===== config.mk =====
export PLATFORM = sky130hd
export DESIGN_NAME = llc_stage_fifo
export DESIGN_NICKNAME = d
export VERILOG_FILES = /design/src/rtl/llc_stage_fifo_pkg.sv /design/src/rtl/llc_stage_fifo_ptr.sv /design/src/rtl/llc_stage_fifo.sv
export SDC_FILE = /design/constraint.sdc
export NUM_CORES = 1
export LEC_CHECK = 0
export CAP_MARGIN = 0
export CORE_MARGIN = 2
export CORE_UTILIZATION = 44
export CTS_CLUSTER_DIAMETER = 80
export DETAILED_ROUTE_END_ITERATION = 16
export HOLD_SLACK_MARGIN = 0.1
export PLACE_DENSITY_LB_ADDON = 0.08
export SETUP_SLACK_MARGIN = 0.15
export SLEW_MARGIN = 20
export SYNTH_ARGS = -nofsm -noshare
export SYNTH_HDL_FRONTEND = slang
export SYNTH_SLANG_ARGS = --single-unit

===== constraint.sdc =====
create_clock -name clk -period 5.8 [get_ports clk]
set_input_delay 0.87 -clock clk [delete_from_list [all_inputs] [get_ports clk]]
set_output_delay 0.87 -clock clk [all_outputs]
set_load 0.05 [all_outputs]

===== src/rtl/llc_stage_fifo_pkg.sv =====
// Shared LLC cache types: inter-stage packet layouts, their widths and FIFO sizing helpers.
package llc_stage_fifo_pkg;

    localparam int unsigned LLC_ADDR_W = 32;
    localparam int unsigned LLC_ID_W   = 8;
    localparam int unsigned LLC_WAY_W  = 4;
    localparam int unsigned LLC_LINE_W = 64;

    typedef enum logic [1:0] {
        LLC_OP_READ  = 2'd0,
        LLC_OP_WRITE = 2'd1,
        LLC_OP_EVICT = 2'd2,
        LLC_OP_INV   = 2'd3
    } llc_op_e;

    typedef struct packed {
        logic [LLC_ID_W-1:0]   id;
        llc_op_e               op;
        logic [LLC_ADDR_W-1:0] addr;
    } fifo_mem_packet;

    typedef struct packed {
        logic [LLC_ID_W-1:0]   id;
        llc_op_e               op;
        logic [LLC_ADDR_W-1:0] addr;
        logic [LLC_LINE_W-1:0] line;
    } fifo_mem_lookup_packet;

    typedef struct packed {
        logic [LLC_ID_W-1:0]   id;
        llc_op_e               op;
        logic                  hit;
        logic [LLC_WAY_W-1:0]  way;
        logic [LLC_LINE_W-1:0] line;
    } fifo_look_proc_packet;

    localparam int unsigned FIFO_MEM_PACKET_W        = $bits(fifo_mem_packet);
    localparam int unsigned FIFO_MEM_LOOKUP_PACKET_W = $bits(fifo_mem_lookup_packet);
    localparam int unsigned FIFO_LOOK_PROC_PACKET_W  = $bits(fifo_look_proc_packet);

    // Pointer width for a modulo-depth index; a single entry still needs one bit.
    function automatic int unsigned ptr_width(input int unsigned depth);
        return (depth > 1) ? $clog2(depth) : 1;
    endfunction

endpackage


===== src/rtl/llc_stage_fifo_ptr.sv =====
// Modulo-DEPTH pointer with increment enable and clear; wraps explicitly from DEPTH-1 to 0.
module llc_stage_fifo_ptr
    import llc_stage_fifo_pkg::*;
#(
    parameter int unsigned DEPTH = 2
) (
    input  logic                          clk,
    input  logic                          rst,
    input  logic                          clr,
    input  logic                          inc,
    output logic [ptr_width(DEPTH)-1:0]   ptr
);

    localparam int unsigned PTR_W = ptr_width(DEPTH);
    localparam logic [PTR_W-1:0] LAST = PTR_W'(DEPTH - 1);

    always_ff @(posedge clk) begin
        if (rst || clr) begin
            ptr <= '0;
        end else if (inc) begin
            ptr <= (ptr == LAST) ? '0 : ptr + PTR_W'(1);
        end
    end

endmodule


===== src/rtl/llc_stage_fifo.sv =====
// Parametrised LLC inter-stage FIFO: any depth, optional same-cycle bypass,
// programmable almost-full threshold and sticky overflow/underflow flags.
module llc_stage_fifo
    import llc_stage_fifo_pkg::*;
#(
    parameter int unsigned DATA_WIDTH = 32,
    parameter int unsigned DEPTH      = 2,
    parameter bit          BYPASS     = 1'b0,
    parameter int unsigned AF_THRESH  = DEPTH - 1
) (
    input  logic                          clk,
    input  logic                          rst,
    input  logic                          flush,
    input  logic                          push,
    input  logic [DATA_WIDTH-1:0]         data_in,
    input  logic                          pop,
    output logic [DATA_WIDTH-1:0]         data_out,
    output logic                          valid_out,
    output logic                          empty,
    output logic                          full,
    output logic                          almost_full,
    output logic [$clog2(DEPTH+1)-1:0]    usage,
    output logic                          overflow_err,
    output logic                          underflow_err
);

    localparam int unsigned UW = $clog2(DEPTH + 1);
    localparam int unsigned PW = ptr_width(DEPTH);

    logic [DATA_WIDTH-1:0] mem [DEPTH];
    logic [UW-1:0]         count;
    logic [PW-1:0]         rd_ptr;
    logic [PW-1:0]         wr_ptr;
    logic                  bypass_c;
    logic                  pass_through_c;
    logic                  push_ok_c;
    logic                  pop_ok_c;
    logic                  wr_en_c;
    logic                  rd_en_c;

    // Status is a pure function of the registered count.
    assign empty       = (count == '0);
    assign full        = (count == UW'(DEPTH));
    assign almost_full = (count >= UW'(AF_THRESH));
    assign usage       = count;

    assign bypass_c       = BYPASS && empty && push;
    assign valid_out      = !empty || bypass_c;
    assign pop_ok_c       = pop && valid_out;
    assign push_ok_c      = push && (!full || pop);
    // Empty bypass with a simultaneous pop consumes the packet without storing it.
    assign pass_through_c = bypass_c && pop;
    assign wr_en_c        = push_ok_c && !pass_through_c && !flush;
    assign rd_en_c        = pop_ok_c && !pass_through_c && !flush;

    always_comb begin
        data_out = '0;
        if (!empty) begin
            data_out = mem[rd_ptr];
        end else if (bypass_c) begin
            data_out = data_in;
        end
    end

    llc_stage_fifo_ptr #(.DEPTH(DEPTH)) u_wr_ptr (
        .clk (clk),
        .rst (rst),
        .clr (flush),
        .inc (wr_en_c),
        .ptr (wr_ptr)
    );

    llc_stage_fifo_ptr #(.DEPTH(DEPTH)) u_rd_ptr (
        .clk (clk),
        .rst (rst),
        .clr (flush),
        .inc (rd_en_c),
        .ptr (rd_ptr)
    );

    // Storage is deliberately left out of reset.
    always_ff @(posedge clk) begin
        if (wr_en_c) begin
            mem[wr_ptr] <= data_in;
        end
    end

    always_ff @(posedge clk) begin
        if (rst) begin
            count         <= '0;
            overflow_err  <= 1'b0;
            underflow_err <= 1'b0;
        end else if (flush) begin
            count <= '0;
        end else begin
            if (wr_en_c && !rd_en_c) begin
                count <= count + UW'(1);
            end else if (rd_en_c && !wr_en_c) begin
                count <= count - UW'(1);
            end
            if (push && !push_ok_c) begin
                overflow_err <= 1'b1;
            end
            if (pop && !valid_out) begin
                underflow_err <= 1'b1;
            end
        end
    end

endmodule


# Yosys cells after proc, flatten, opt, wreduce, memory -nomap -nowiden
# Memory sizes are Yosys's and may differ from the RTL's. A register that Yosys moved wholly into a read port is not among the register bits.
# Cells that the tools add are included.
dict set report totals {
  reg_bits 6
  ram_bits 64
  in_bits 37
  output_inout_bits 40
  wordCells 43
  mem_count 1
}
dict set report classes {
  addsub 4
  magnitude_cmp 1
  eq_ne 1
  mux 9
  n_bitwise 1
  n_reduce_logical 21
}
# name words width read_ports rd_ports_with_merged_regs write_ports line
set memory_table {}
lappend memory_table {mem 2 32 1 1 1 llc_stage_fifo.sv:30} ;# logic [DATA_WIDTH-1:0] mem [DEPTH];
# cell count
set ops {}
lappend ops {{$mux 32} 1}
lappend ops {{$logic_and 1x1->1} 8}
lappend ops {{$logic_not 1->1} 6}
lappend ops {{$mux 1} 6}
lappend ops {{$mux 2} 2}
lappend ops {{$reduce_and 2->1} 2}
lappend ops {{$add 1x1->1 const B} 2}
lappend ops {{$add 2x1->2 const B} 1}
lappend ops {{$eq 2x2->1 const B} 1}
lappend ops {{$ge 2x1->1 const B} 1}
lappend ops {{$logic_not 2->1} 1}
lappend ops {{$logic_or 1x1->1} 2}
lappend ops {{$reduce_bool 2->1} 1}
lappend ops {{$reduce_or 2->1} 1}
lappend ops {{$sub 2x1->2 const B} 1}
lappend ops {{$not 1->1} 1}

# Longest topological paths before layout
# Gate-level depths: netlist of run 1.
dict set report logic_depth {
  word_depth 9
  mapped_depth 9
}

# Modules after synthesis
# Synthesis of run 1 repeated with hierarchy kept, for this count alone.
dict set report hier_totals {
  cells_unflattened 174
  area_unflattened_um2 2795.2
}
# mod n_inst cells_each area_each_um2 seq_area_each_um2
set modules_own_cells {}
lappend modules_own_cells {llc_stage_fifo 1 168 2717.6 2001.9}
lappend modules_own_cells {llc_stage_fifo_ptr 2 3 38.8 20.0}

# Worst setup path before layout of run 1
# Ideal clock, no wire load.
dict set report synth_timing {
  path_type {reg-to-reg}
  start {register count[0], in the netlist usage[0]}
  end {memory mem[0][0], enable pin}
  setup_time_ps 502
  arrival_time_ps 4536
  required_ps 5298
  path_slack_ps 762
  stages_incl_launch_ff 5
  synth_period_minus_slack_ps 5038
  path_cell_list {dfxtp_1 inv_1 ha_1 nor2b_1 nor4_1}
}
dict set report synth_between {
  elab_chain_cells 7
}
# element line
set synth_rtl {}
lappend synth_rtl {{start, declared} llc_stage_fifo.sv:31} ;# logic [UW-1:0] count;
lappend synth_rtl {{start signal, assigned} llc_stage_fifo.sv:97} ;# count <= count + UW'(1);
lappend synth_rtl {{start signal, assigned} llc_stage_fifo.sv:99} ;# count <= count - UW'(1);
lappend synth_rtl {{$eq 2x2->1} llc_stage_fifo.sv:43} ;# assign full = (count == UW'(DEPTH));
lappend synth_rtl {{via full} llc_stage_fifo.sv:20} ;# output logic full,
lappend synth_rtl {{$logic_not 1->1} llc_stage_fifo.sv:50} ;# assign push_ok_c = push && (!full || pop);
lappend synth_rtl {{$logic_or 1x1->1} llc_stage_fifo.sv:50}
lappend synth_rtl {{$logic_and 1x1->1} llc_stage_fifo.sv:50}
lappend synth_rtl {{$logic_and 1x1->1} llc_stage_fifo.sv:53} ;# assign wr_en_c = push_ok_c && !pass_through_c && !flush;
lappend synth_rtl {{$mux 1} llc_stage_fifo.sv:83} ;# if (wr_en_c) begin
lappend synth_rtl {{$mux 1 (implied by the code)} llc_stage_fifo.sv:84} ;# mem[wr_ptr] <= data_in;
lappend synth_rtl {{end, declared} llc_stage_fifo.sv:30}
# The timed path passes the listed nets, and every way through them passes these cells.

# Worst setup path after layout of run 1
dict set report layout_timing {
  start {register count[0], in the netlist usage[0]}
  end {output empty}
}
dict set report layout_between {
  elab_chain_cells 1
}
# element line
set layout_rtl {}
lappend layout_rtl {{$logic_not 2->1} llc_stage_fifo.sv:42} ;# assign empty = (count == '0);
lappend layout_rtl {{end, declared} llc_stage_fifo.sv:19} ;# output logic empty,
# No other way between the ends.

==> reports/qor.txt, run 1 <==
========================================================================================================
Remaining Overflow, GRT                                                                                0
Antenna violations before repair                                                                       0
Clock buffer count from CTS                                                                            9
Latest clock arrival within the worst-skew pair                                                  0.33 ns
Worst-Margin Slew                                                                               1.015 ns
Setup repair bufs after CTS                                                                            0
Post-route setup slack                                                                          2.356 ns
Run status                                                                                  complete, no violations
Wire length of the first global-routing pass                                                     7514 um
Number of levels in the clock H-tree                                                                   3
Worst hold-check path type                                                                  register to register
Clock Skew                                                                                   0.006665 ns
Number of buffers added on ports                                                                      76
Final hold viol count                                                                                  0
Type of the worst setup path                                                                register to output pin
Critical path data required time                                                                 4.93 ns
Antenna diode count                                                                                    0
Filler cell count                                                                                    458
Post-CTS Hold Fix Bufs                                                                                 0
Cell family contributing the most delay on the critical path                                buffers and inverters
Setup crit start kind                                                                           register
Number of max-capacitance violations reported                                                          0
Via count of the first global-routing pass                                                          1545
Count of synthesis-stage warnings from yosys                                                           0
Most frequent cells in the layout                                                           clkdlybuf4s50_1, edfxtp_1, nor2_1, mux2i_1, clkbuf_8
DR DRC count                                                                                           0
ANT nets after route                                                                                   0
Leak pwr                                                                                        1.219 nW
HPWL after DPL                                                                                   3030 um
Violation count after the first detailed-routing iteration                                            79
Series of cell instances along the critical path                                            inv_1 > ha_1 > buf_4 > clkdlybuf4s50_1
Syn Area/Cell                                                                                  15.75 um2
IO Count                                                                                              77
CTS Root Buffer Type                                                                            clkbuf_8
Mapped Cells                                                                                         175
Number of gates given a new drive strength after cts                                                   0
Overall fraction of global-route tracks in use                                                    14.40%
Total power density per cell area                                                           279.5 nW/um2
1st-pass router iterations                                                                             4
Deepest clock path buffer count                                                                        2
Clock Sinks                                                                                           71
Crit end category                                                                             output pin
Worst Path Max Fanout                                                                                 19
Total Neg Setup Slack                                                                               0 ns
Slowest cell delay on critical path                                                              0.84 ns
CP max stage cell                                                                           clkdlybuf4s50_1
Most common cell after layout, fill and taps aside                                          clkdlybuf4s50_1
Nets                                                                                                 296
Max Freq                                                                                       290.4 MHz
Sum of buffers and inverters on the critical path                                                      3
Slew HR                                                                                           32.34%
Fraction of layout cells with a size suffix above 1                                               7.722%
Standard-cell row count                                                                               28
Period utilisation layout                                                                         59.38%
Core footprint                                                                                  5991 um2
Number of synthesized register bits                                                                   71
Worst Path Arrival                                                                               2.57 ns
Post-CTS clock slew at the launch and capture registers of the worst setup and hold paths        0.07 ns
CTS tree                                                                                             yes
Pin count of the biggest net entering global routing                                                  33
Synthesized net count                                                                                216
Final min period                                                                                3.444 ns
Syn Std Cell Area                                                                               2756 um2
VDD IR-drop max                                                                                0.1742 mV
Via count                                                                                           1626
Post-Place Worst Slack                                                                          2.643 ns
Number of endpoints failing setup at the final stage                                                   0
Synthesis-to-finish area growth                                                                   35.77%
Average wire per standard cell                                                                  14.42 um
Starting utilization of the core area                                                             46.01%
Sequential cell area fraction in the yosys report                                                 74.81%
Via density per instance                                                                           4.868
Post-Route WL                                                                                    4817 um
Number of distinct standard cells referenced by the synthesized netlist                               21
Worst reg-to-reg setup slack                                                                     3.66 ns
Die Area                                                                                        6914 um2
Height of the die                                                                               83.15 um
Pins Over Slew Limit                                                                                   0
Final Hold Slack                                                                               0.4950 ns
Unrepaired setup endpoints after global routing                                                       no
RePlAce Congestion                                                                                0.7352
Die Wd                                                                                          83.15 um
========================================================================================================
==> power by group <==
| group | internal (mW) | switching [mW] | leakage (nW) | total [mW] |
|---|---|---|---|---|
| Combinational | 0.0598 | 0.0893 | 0.494 | 0.149 |
| Sequential | 0.574 | 0.00643 | 0.645 | 0.581 |
| Clock | 0.149 | 0.167 | 0.0793 | 0.316 |
| Total | 0.783 | 0.263 | 1.22 | 1.05 |
==> metal layers <==
metal | track usage [%] | vias up | part of all wire (%)
met5 | 0 | - | 0
met4 | 6.706 | 0 | 1.6
met3 | 4.473 | 8 | 4.1
met2 | 22.21 | 51 | 50
met1 | 18.64 | 777 | 44
li1 | - | 790 | -
==> logic make-up after synthesis <==
| logic type | count (synthesis) | share of synthesized area (%) |
|---|---|---|
| adder cells (fa/ha/maj) | 4 | 1.816 |
| flip-flops | 71 | 74.81 |
| multiplexers | 33 | 11.98 |
| XOR/XNOR | 3 | 0.9534 |
| buffers and inverters | 15 | 2.496 |
| AND/OR/NAND/NOR | 45 | 6.854 |
| AO/OA/AOI/OAI | 4 | 1.089 |
==> worst paths after layout <==
| path | from | endpoint | depth (start not counted) |
|---|---|---|---|
| hold reg to reg | underflow_err | underflow_err | 2 |
| setup / recovery | usage[0] | empty | 4 |
| setup reg to reg | usage[0] | mem[1][2] | 5 |
| hold / removal | underflow_err | underflow_err | 2 |
==> state kept, by name (all words and copies together), names as in the netlist, named ones only <==
name           cells
mem               64
u_rd_ptr.ptr       1
overflow_err       1
usage              2
underflow_err      1
u_wr_ptr.ptr       1
==> cell type report <==
class	count	area, um2	share of cell area, %
sequential	71	2063	55.13
timing repair buffer	78	775.7	20.73
multi-input combinational	89	633.1	16.92
clock buffer	10	127.6	3.410
tap	75	93.84	2.508
clock inverter	5	26.28	0.7021
inverter	6	22.52	0.6018
==> stage by stage <==
step,power (mW),instance area (um2),instances,utilization [%]
global route,1.082,3742,334,62.47
floorplan,0.6780,2756,175,-
finish,1.046,3742,334,62.47
detailed placement,0.7427,3588,319,59.90
global placement,0.7412,3588,319,59.90
CTS,1.053,3742,334,62.47
==> worst min-delay path: stages, from the launching register on <==
cell	delay, ns
dfxtp_1	0.34
a31oi_1	0.05
nor2_1	0.07
==> synth_stat cells <==
cell type / count / share of area (%)
xnor2_1: 2 / 0.64
nor2_1: 34 / 4.6
nor2b_1: 2 / 0.45
dfxtp_1: 7 / 5.1
inv_1: 5 / 0.68
a211oi_2: 1 / 0.45
and2_1: 1 / 0.23
buf_4: 3 / 0.82
inv_2: 1 / 0.14
or3_1: 1 / 0.23
ha_1: 4 / 1.8
mux2i_1: 33 / 12
nor3_1: 5 / 0.91
edfxtp_1: 64 / 70
buf_2: 1 / 0.18
o21ai_0: 1 / 0.18
xor2_1: 1 / 0.32
a31oi_1: 2 / 0.45
nor4_1: 1 / 0.23
nand3_1: 1 / 0.18
clkbuf_1: 5 / 0.68
Power figures use the tool's default switching activity.
==> run 2: changes to the inputs <==
--- a/config.mk
+++ b/config.mk
@@ -7,7 +7,7 @@
 export LEC_CHECK = 0
 export CAP_MARGIN = 0
 export CORE_MARGIN = 2
-export CORE_UTILIZATION = 44
+export CORE_UTILIZATION = 43
 export CTS_CLUSTER_DIAMETER = 80
 export DETAILED_ROUTE_END_ITERATION = 16
 export HOLD_SLACK_MARGIN = 0.1
==> constraint.sdc (replaced) <==
create_clock -name clk -period 2.8 [get_ports clk]
set_input_delay 0.42 -clock clk [delete_from_list [all_inputs] [get_ports clk]]
set_output_delay 0.42 -clock clk [all_outputs]
set_load 0.05 [all_outputs]
==> run 2 against run 1 <==
Net effect:
- die area up 2.2%
- wire length shrank 0.21%
- setup slack worse by 1.8 ns
- via count shrank 0.37%
- count of clock-buffer cells in the layout down 1
- first-iteration DRC count is 1.3% higher
- non-clock buffer count up 5
- clock power up 95%
- combinational power grew 110%
==> reports/qor.txt, run 2 (synthesis results as in run 1) <==
========================================================================================================
Run status                                                                                  complete, no violations
Wire length of the first global-routing pass                                                     7748 um   +3.1%
Clock Sinks                                                                                           71   unchanged
Deepest clock path buffer count                                                                        2   unchanged
Worst Reg-to-Reg Cells                                                                                 6   +1
Remaining Overflow, GRT                                                                                0   unchanged
Post-route met1 wirelength                                                                       1968 um   -8.0%
Nets                                                                                                 301   +1.7%
1st-pass router iterations                                                                             4   unchanged
Post-route setup slack                                                                         0.5778 ns   -1.778 ns
Most frequent cells in the layout                                                           edfxtp_1, clkdlybuf4s50_1, buf_4, nor2_1, mux2i_1
Worst r2r dst                                                                                 mem[1][26]
Via density per instance                                                                           4.779   -1.8%
Final hold viol count                                                                                  0   unchanged
Fraction of layout cells with a size suffix above 1                                               22.14%   +14 points
Worst-Margin Slew                                                                              0.5445 ns   -0.4704 ns
Slew HR                                                                                           63.70%   +31 points
Clock Skew                                                                                   0.004670 ns   -0.001995 ns
Antenna diode count                                                                                    0   unchanged
Die Wd                                                                                          84.07 um   +1.1%
Hold path depth                                                                                        2   unchanged
Post-CTS Hold Fix Bufs                                                                                 0   unchanged
Setup repair bufs after CTS                                                                            0   unchanged
Instance area after placement                                                                   3596 um2   +0.21%
Placed Instances                                                                                     326   +2.2%
Post-CTS clock slew at the launch and capture registers of the worst setup and hold paths        0.06 ns   about the same
IO Count                                                                                              77   unchanged
Power after layout                                                                              2.129 mW   +100%
Average wire per standard cell                                                                  14.18 um   -1.7%
Layout Cells excl Fill                                                                               339   +1.5%
Setup crit start kind                                                                           register
Largest Register                                                                                     mem
Via count of the first global-routing pass                                                          1659   +7.4%
Worst reg-to-reg setup slack                                                                     0.87 ns   -2.79 ns
Die Area                                                                                        7067 um2   +2.2%
ANT nets after route                                                                                   0   unchanged
Number of endpoints failing setup at the final stage                                                   0   unchanged
Pin count of the biggest net entering global routing                                                  25   -24%
Synthesis-to-finish area growth                                                                   35.54%
Most common cell after layout, fill and taps aside                                              edfxtp_1
Startpoint of the tightest hold check path                                                  underflow_err
DR DRC count                                                                                           0   unchanged
Utilization after layout                                                                          59.52%   -3.0 points
Total power density per cell area                                                           569.9 nW/um2   +100%
Met3 routed wirelength                                                                            295 um   +48%
Launch instance of the worst register-to-register path                                          usage[0]
CTS Root Buffer Type                                                                            clkbuf_8
Crit end category                                                                             output pin
CTS tree                                                                                             yes
Worst hold-check path type                                                                  register to register
Total Neg Setup Slack                                                                               0 ns   unchanged
Number of levels in the clock H-tree                                                                   3   unchanged
Type of the worst setup path                                                                register to output pin
Min-Delay Endpoint                                                                          underflow_err
VDD IR-drop max                                                                                0.3321 mV   +91%
Core footprint                                                                                  6277 um2   +4.8%
Worst Path Arrival                                                                               1.80 ns   -0.77 ns
RePlAce Congestion                                                                                0.7522   +2.3%
Routed wire length on met2                                                                       2419 um   +0.88%
Period utilisation layout                                                                         79.37%
Max FFs per register                                                                                  64   unchanged
HPWL after DPL                                                                                   3290 um   +8.6%
Violation count after the first detailed-routing iteration                                            80   +1.3%
Latest clock arrival within the worst-skew pair                                                  0.33 ns   about the same
Worst Path Max Fanout                                                                                  4   -15
Antenna violations before repair                                                                       0   unchanged
Max Freq                                                                                       450.0 MHz
Top Layer Used                                                                                      met4
Standard-cell row count                                                                               29   +3.6%
Number of buffers added on ports                                                                      76   unchanged
Number of gates given a new drive strength after cts                                                   0   unchanged
Clock buffer count from CTS                                                                            9   unchanged
Final min period                                                                                2.222 ns
Non-Filler Cell Area, Final                                                                     3736 um2   -0.17%
Post-Place Worst Slack                                                                         0.5720 ns   -2.071 ns
Height of the die                                                                               84.07 um   +1.1%
Starting utilization of the core area                                                             43.91%   -2.1 points
Critical path data required time                                                                 2.38 ns   -2.55 ns
Unrepaired setup endpoints after global routing                                                       no
Via count                                                                                           1620   -0.37%
Overall fraction of global-route tracks in use                                                    14.59%   +0.20 points
Final Hold Slack                                                                               0.4663 ns   -0.02864 ns
Leak pwr                                                                                        1.314 nW   +7.8%
Number of max-capacitance violations reported                                                          0   unchanged
Post-Route WL                                                                                    4807 um   -0.21%
Pins Over Slew Limit                                                                                   0   unchanged
========================================================================================================
run 2: cell count changes in the layout (fill, tap and decap cells not counted), sizes merged:
cell / change
buf: +39
clkdlybuf4s50: -34
clkbuf: -1
clkinvlp: -1
run 2: worst max-delay path, cell delays in order, from the launching register on:
cell,delay [ns]
dfxtp_1,0.39
inv_1,0.08
ha_1,0.17
inv_1,0.05
clkdlybuf4s50_1,0.79
run 2: per-layer routing:
metal	global-route usage [%]	vias to the layer above
li1	-	804
met1	16.75	756
met2	24.03	51
met3	4.253	9
met4	8.798	0
met5	0	-
run 2: worst max-delay path by stage:
stage          startpoint      endpoint  slack [ns]  cells after the start
4_1_cts          register   data_out[8]        0.55                      4
3_3_place_gp          pop     mem[1][3]        0.61                      5
6_report         usage[1]   almost_full        0.58                      4
2_1_floorplan    usage[1]  data_out[10]        0.09                      5
3_5_place_dp          pop    mem[1][29]        0.57                      5
5_1_grt          usage[1]   almost_full        0.47                      4
run 2: area by class of cell:
cell class	count	area [um2]
Fill cell	536	2541
Sequential cell	71	2067
Timing Repair Buffer	83	765.7
Multi-Input combinational cell	89	644.4
Clock buffer	9	123.9
Tap cell	77	96.34
Inverter	6	22.52
Clock inverter	4	16.27
run 2: where the power goes:
group / switching [mW] / internal, mW
combinational: 0.190 / 0.123
clock: 0.320 / 0.295
sequential: 0.0112 / 1.19
==> edit 1 (flow settings as in run 2) <==
Change the parameter `DATA_WIDTH` from 32 to 24.
--- a/src/rtl/llc_stage_fifo.sv
+++ b/src/rtl/llc_stage_fifo.sv
@@ -3,7 +3,7 @@
 module llc_stage_fifo
     import llc_stage_fifo_pkg::*;
 #(
-    parameter int unsigned DATA_WIDTH = 32,
+    parameter int unsigned DATA_WIDTH = 24,
     parameter int unsigned DEPTH      = 2,
     parameter bit          BYPASS     = 1'b0,
     parameter int unsigned AF_THRESH  = DEPTH - 1
Ports: changed (resized data_in and data_out); port bits go from 77 to 61. The function was not compared with the original's and may differ.
==> edit 1 against run 2 <==
  * First-iteration DRC count rose by 35%
  * Synthesized area fell by 22%
  * Clock power fell by 33%
  * Core utilization rose by 7.0 points
  * Cell area fell by 15%
  * Sequential power fell by 23%
  * Fmax fell by 1.7%
  * Routed wire length fell by 18%
  * Total power fell by 23%
  * Worst setup slack got worse by 0.038 ns
  * Sequential cell count fell by 16
==> edit 1: results (changes against run 2) <==
Detailed routing
  – Drt initial violations: 108 (+35%)
  – Via-per-instance ratio: 4.751 (-0.58%)
  – Routed vias: 1297 (-20%)
  – Total wire length: 3951 um (-18%)

Layout
  – Max reg flops: 48 (-25%)
  – Antenna Cells: 0 (unchanged)
  – Share of cells above drive strength 1: 18.93% (-3.2 points)
  – Final nets: 238 (-21%)

Clocking
  – CTS Buf Count: 5 (-4)
  – PostCTS Resize Cnt: 0 (unchanged)
  – Clk slew on worst S/H paths: 0.08 ns (+0.02 ns)
  – H-tree Lvls: 2 (-1)
  – Clock latency on the worst-skew pair: 0.30 ns (-0.03 ns)

Placed design
  – PortBufs: 60 (-21%)
  – Post-DP HPWL: 2722 um (-17%)
  – Gpl congestion: 0.7935 (+5.5%)
  – DP Cell Count: 265 (-19%)

Global route
  – Vias in the first global route: 1303 (-21%)
  – First-pass GRT wire length: 6244 um (-19%)
  – GR Util All Layers: 15.39% (+0.79 points)
  – Pin count of the biggest net entering global routing: 28 (+12%)

Timing
  – Fin Clk Skew: 0.01194 ns (+0.007269 ns)
  – Rel. slew slack: 56.44% (-7.3 points)

Pwr
  – Leak: 1.079 nW (-18%)
  – Worst vdd ir: 0.0003672 V (+11%)

Outcome
  – Status: complete, no violations

Setup path
  – Flop2flop setup slack: 0.95 ns (+0.08 ns)
  – RR Endpoint: mem[1][8]
  – Crit path DAT: 1.84 ns (+0.04 ns)

Yosys
  – Largest cells by area after synthesis: edfxtp_1 67%, mux2i_1 12%, dfxtp_1 6.5%
  – Post-synth top cells: 48 x edfxtp_1, 26 x nor2_1, 25 x mux2i_1, 7 x dfxtp_1
  – Sequential fraction of the synthesis area: 73.32% (-1.5 points)
  – Syn_nets: 174 (-19%)
  – Post-synth EDFFs: 48 (-25%)
  – Mapped Cells: 141 (-19%)
[edit 1: changes by cell type after synthesis, sizes merged]
cell | before | now
mux2i | 33 | 25
buf | 4 | 5
nor2 | 34 | 26
clkbuf | 5 | 2
edfxtp | 64 | 48
[edit 1: through the flow]
stage | hold WS (ns) | setup slack, ns | instance area, um^2 | utilization, %
3_5_place_dp | 0.4756 | 0.6516 | 3100 | 64.78
2_1_floorplan | 0.4846 | 0.09975 | 2173 | -
4_1_cts | 0.4954 | 0.5227 | 3186 | 66.56
6_report | 0.4933 | 0.5401 | 3186 | 66.56
5_1_grt | 0.5269 | 0.4446 | 3186 | 66.56
3_3_place_gp | 0.4601 | 0.7045 | 3100 | 64.78
[edit 1: where the power goes]
| part | internal (W) | leakage [nW] | switching (W) |
|---|---|---|---|
| clock network | 0.000175 | 0.0428 | 0.000236 |
| logic | 0.000136 | 0.539 | 0.000164 |
| registers | 0.000917 | 0.498 | 0.00000926 |
| total | 0.00123 | 1.08 | 0.000409 |
[edit 1: critical path, cell delays in order (launching register included)]
cell and delay (ns):
dfxtp_1 0.39, inv_1 0.08, ha_1 0.21, inv_1 0.07, clkdlybuf4s50_1 0.80
[edit 1: worst max-delay path by stage]
stage | startpoint | endpoint | depth (start not counted) | slack, ns
CTS | usage[1] | valid_out | 4 | 0.52
global placement | flush | mem[1][14] | 4 | 0.70
global route | usage[1] | valid_out | 4 | 0.44
floorplan | usage[1] | data_out[0] | 5 | 0.1
finish | usage[1] | valid_out | 4 | 0.54
detailed placement | flush | mem[1][14] | 4 | 0.65
[edit 1: final cells by class]
cell class	instances	area, um^2
Fill cell	348	1600
Sequential cell	55	1583
Timing Repair Buffer	64	880.8
Multi-Input combinational cell	73	530.5
Tap cell	67	83.83
Clock buffer	6	72.57
Inverter	6	22.52
Clock inverter	2	12.51
[edit 1: cell families (layout without fill, tap and decap cells)]
family	count (synthesis)	count (layout)	share of synthesized area, %
AOI/OAI and AO/OA	4	4	1.392
adders and majority gates	4	4	2.320
and+or+nand+nor	37	37	7.366
muxes	25	25	11.60
xor gates and xnor gates	3	3	1.218
buffers and inverters	13	78	2.784
DFF	55	55	73.32
[edit 1: layer usage]
layer	wire length [um]	up-vias	share of wire [%]	track usage, %
met3	241	5	6.1	4.150
li1	-	632	-	-
met4	46	0	1.2	6.548
met2	2038	48	52	25.15
met1	1624	612	41	19.41
met5	0	-	0	0
==> edit 2 (settings of run 2) <==
Without the edit above. Put one more register stage on the output `underflow_err`, with the module's reset. The value now appears one clock later. The other outputs are not delayed to match.
--- a/src/rtl/llc_stage_fifo.sv
+++ b/src/rtl/llc_stage_fifo.sv
@@ -26,6 +26,8 @@
 
     localparam int unsigned UW = $clog2(DEPTH + 1);
     localparam int unsigned PW = ptr_width(DEPTH);
+
+    logic underflow_err_s0;
 
     logic [DATA_WIDTH-1:0] mem [DEPTH];
     logic [UW-1:0]         count;
@@ -89,7 +91,7 @@
         if (rst) begin
             count         <= '0;
             overflow_err  <= 1'b0;
-            underflow_err <= 1'b0;
+            underflow_err_s0 <= 1'b0;
         end else if (flush) begin
             count <= '0;
         end else begin
@@ -102,8 +104,16 @@
                 overflow_err <= 1'b1;
             end
             if (pop && !valid_out) begin
-                underflow_err <= 1'b1;
+                underflow_err_s0 <= 1'b1;
             end
+        end
+    end
+
+    always_ff @(posedge clk) begin
+        if (rst) begin
+            underflow_err <= '0;
+        end else begin
+            underflow_err <= underflow_err_s0;
         end
     end
 
Function: changed (a bounded check fails within 4 cycles, from zero or initial values and one cycle with rst high).
==> edit 2 against run 2 <==
  * Cell area up 2.5%
  * Sequential cell count up 1
  * Global-route usage about the same
  * Total power up 16%
  * Synthesized cell count up 1.7%
  * Count of clock-buffer cells in the layout unchanged
  * Routed wire length up 1.2%
  * Worst setup slack worse by 0.17 ns
  * Fmax down 7.1%
  * Synthesized area up 1.1%
  * Critical endpoint is now data_out[7]
  * Cell count up 0.88%
==> edit 2: results (changes against run 2) <==
Setup path
  – R2R cell count: 7 (+1)
  – RR Endpoint: usage[0]
  – Crit path max fanout: 26 (+22)
  – Crit path largest cell delay: 0.50 ns (-0.29 ns)
  – Slowest CP cell: ha_1

Pwr
  – Sw Pwr: 0.0005584 W (+7.2%)
  – Worst vdd ir: 0.0003866 V (+16%)
  – Leak: 1.355 nW (+3.1%)

Global route
  – First-pass GRT wire length: 7928 um (+2.3%)
  – Vias in the first global route: 1644 (-0.90%)
  – Pin count of the biggest net entering global routing: 33 (+32%)
  – GR Util All Layers: 14.58% (-0.018 points)
  – Antenna violations before repair: 0 (unchanged)

Placed design
  – Setup slack after placement: 0.6777 ns (+0.1056 ns)
  – Gpl congestion: 0.7251 (-3.6%)
  – Post-DP HPWL: 3168 um (-3.7%)

Worst hold path
  – Worst hold stages: 1 (-1)

Yosys
  – Syn_nets: 219 (+1.4%)
  – Post-synth top cells: 64 x edfxtp_1, 34 x nor2_1, 33 x mux2i_1, 8 x dfxtp_1, 6 x clkbuf_1
  – Largest cells by area after synthesis: edfxtp_1 69%, mux2i_1 12%, dfxtp_1 5.7%
  – Sequential fraction of the synthesis area: 74.72% (-0.088 points)

Layout
  – Share of cells above drive strength 1: 22.26% (+0.13 points)
  – Number of fill cells: 512 (-4.5%)

Outcome
  – Status: complete, no violations

Detailed routing
  – Total wire length: 4865 um (+1.2%)
  – Drt initial violations: 114 (+43%)

Timing
  – Fin Clk Skew: 0.004837 ns (+0.0001672 ns)
-- edit 2: cell types whose count changed in the layout (fill, tap and decap cells not counted), sizes merged --
cell,delta
buf,-2
dfxtp,+1
nor2b,+1
bufinv,+3
-- edit 2: cell families (layout without fill, tap and decap cells) --
family / after synthesis / after routing / share of synthesized area [%]
buffers and inverters: 16 / 103 / 2.604
AO/OA/AOI/OAI: 4 / 4 / 1.077
multiplexers: 33 / 33 / 11.85
flip-flops: 72 / 72 / 74.72
XOR/XNOR: 3 / 3 / 0.9431
AND/OR/NAND/NOR: 46 / 46 / 7.005
adder cells (fa/ha/maj): 4 / 4 / 1.796
-- edit 2: metrics by stage --
| step | util (%) | instances | hold slack, ns | total power (W) | cell area (um^2) |
|---|---|---|---|---|---|
| 6_report | 60.64 | 342 | 0.4663 | 0.002467 | 3829 |
| 5_1_grt | 60.64 | 342 | 0.4937 | 0.002573 | 3829 |
| 4_1_cts | 60.64 | 342 | 0.4694 | 0.002495 | 3829 |
| 3_5_place_dp | 56.94 | 326 | 0.4592 | 0.001552 | 3595 |
| 3_3_place_gp | 56.94 | 326 | 0.4592 | 0.001550 | 3595 |
| 2_1_floorplan | - | 178 | 0.4290 | 0.001421 | 2808 |
-- edit 2: area by class of cell --
cell class                      count  area share (%)
Sequential cell                    72           54.51
Timing Repair Buffer               81           19.28
Multi-Input combinational cell     90           16.99
Clock buffer                        9           3.235
Clock inverter                      7           2.876
Tap cell                           77           2.516
Inverter                            6          0.5882
-- edit 2: per-layer routing --
metal	global-route usage (%)	up-vias	part of all wire [%]
met3	3.540	7	6.2
met1	19.08	784	43
li1	-	807	-
met2	22.55	57	49
met4	7.792	0	1.5
met5	0	-	0
-- edit 2: worst max-delay path by stage --
| stage | end | slack, ns |
|---|---|---|
| 2_1_floorplan | data_out[10] | 0.09 |
| 3_3_place_gp | usage[0] | 0.71 |
| 3_5_place_dp | usage[0] | 0.68 |
| 4_1_cts | data_out[7] | 0.35 |
| 5_1_grt | data_out[7] | 0.26 |
| 6_report | data_out[7] | 0.41 |
-- edit 2: power groups by stage --
stage / Sequential, W / Clock [W] / Combinational, W
global placement: 0.00124 / 0 / 0.000315
CTS: 0.00121 / 0.000966 / 0.000317
global route: 0.00121 / 0.00103 / 0.000332
detailed placement: 0.00124 / 0 / 0.000316
floorplan: 0.00124 / 0 / 0.000177
finish: 0.00121 / 0.000942 / 0.000312
-- edit 2: worst reg2reg max path, cell delays in order (launching register included) --
cell and delay [ns]:
dfxtp_4 0.35, inv_1 0.09, ha_1 0.50, inv_1 0.13, nand3_1 0.13, ha_1 0.27, xor2_1 0.18, nor3_1 0.14
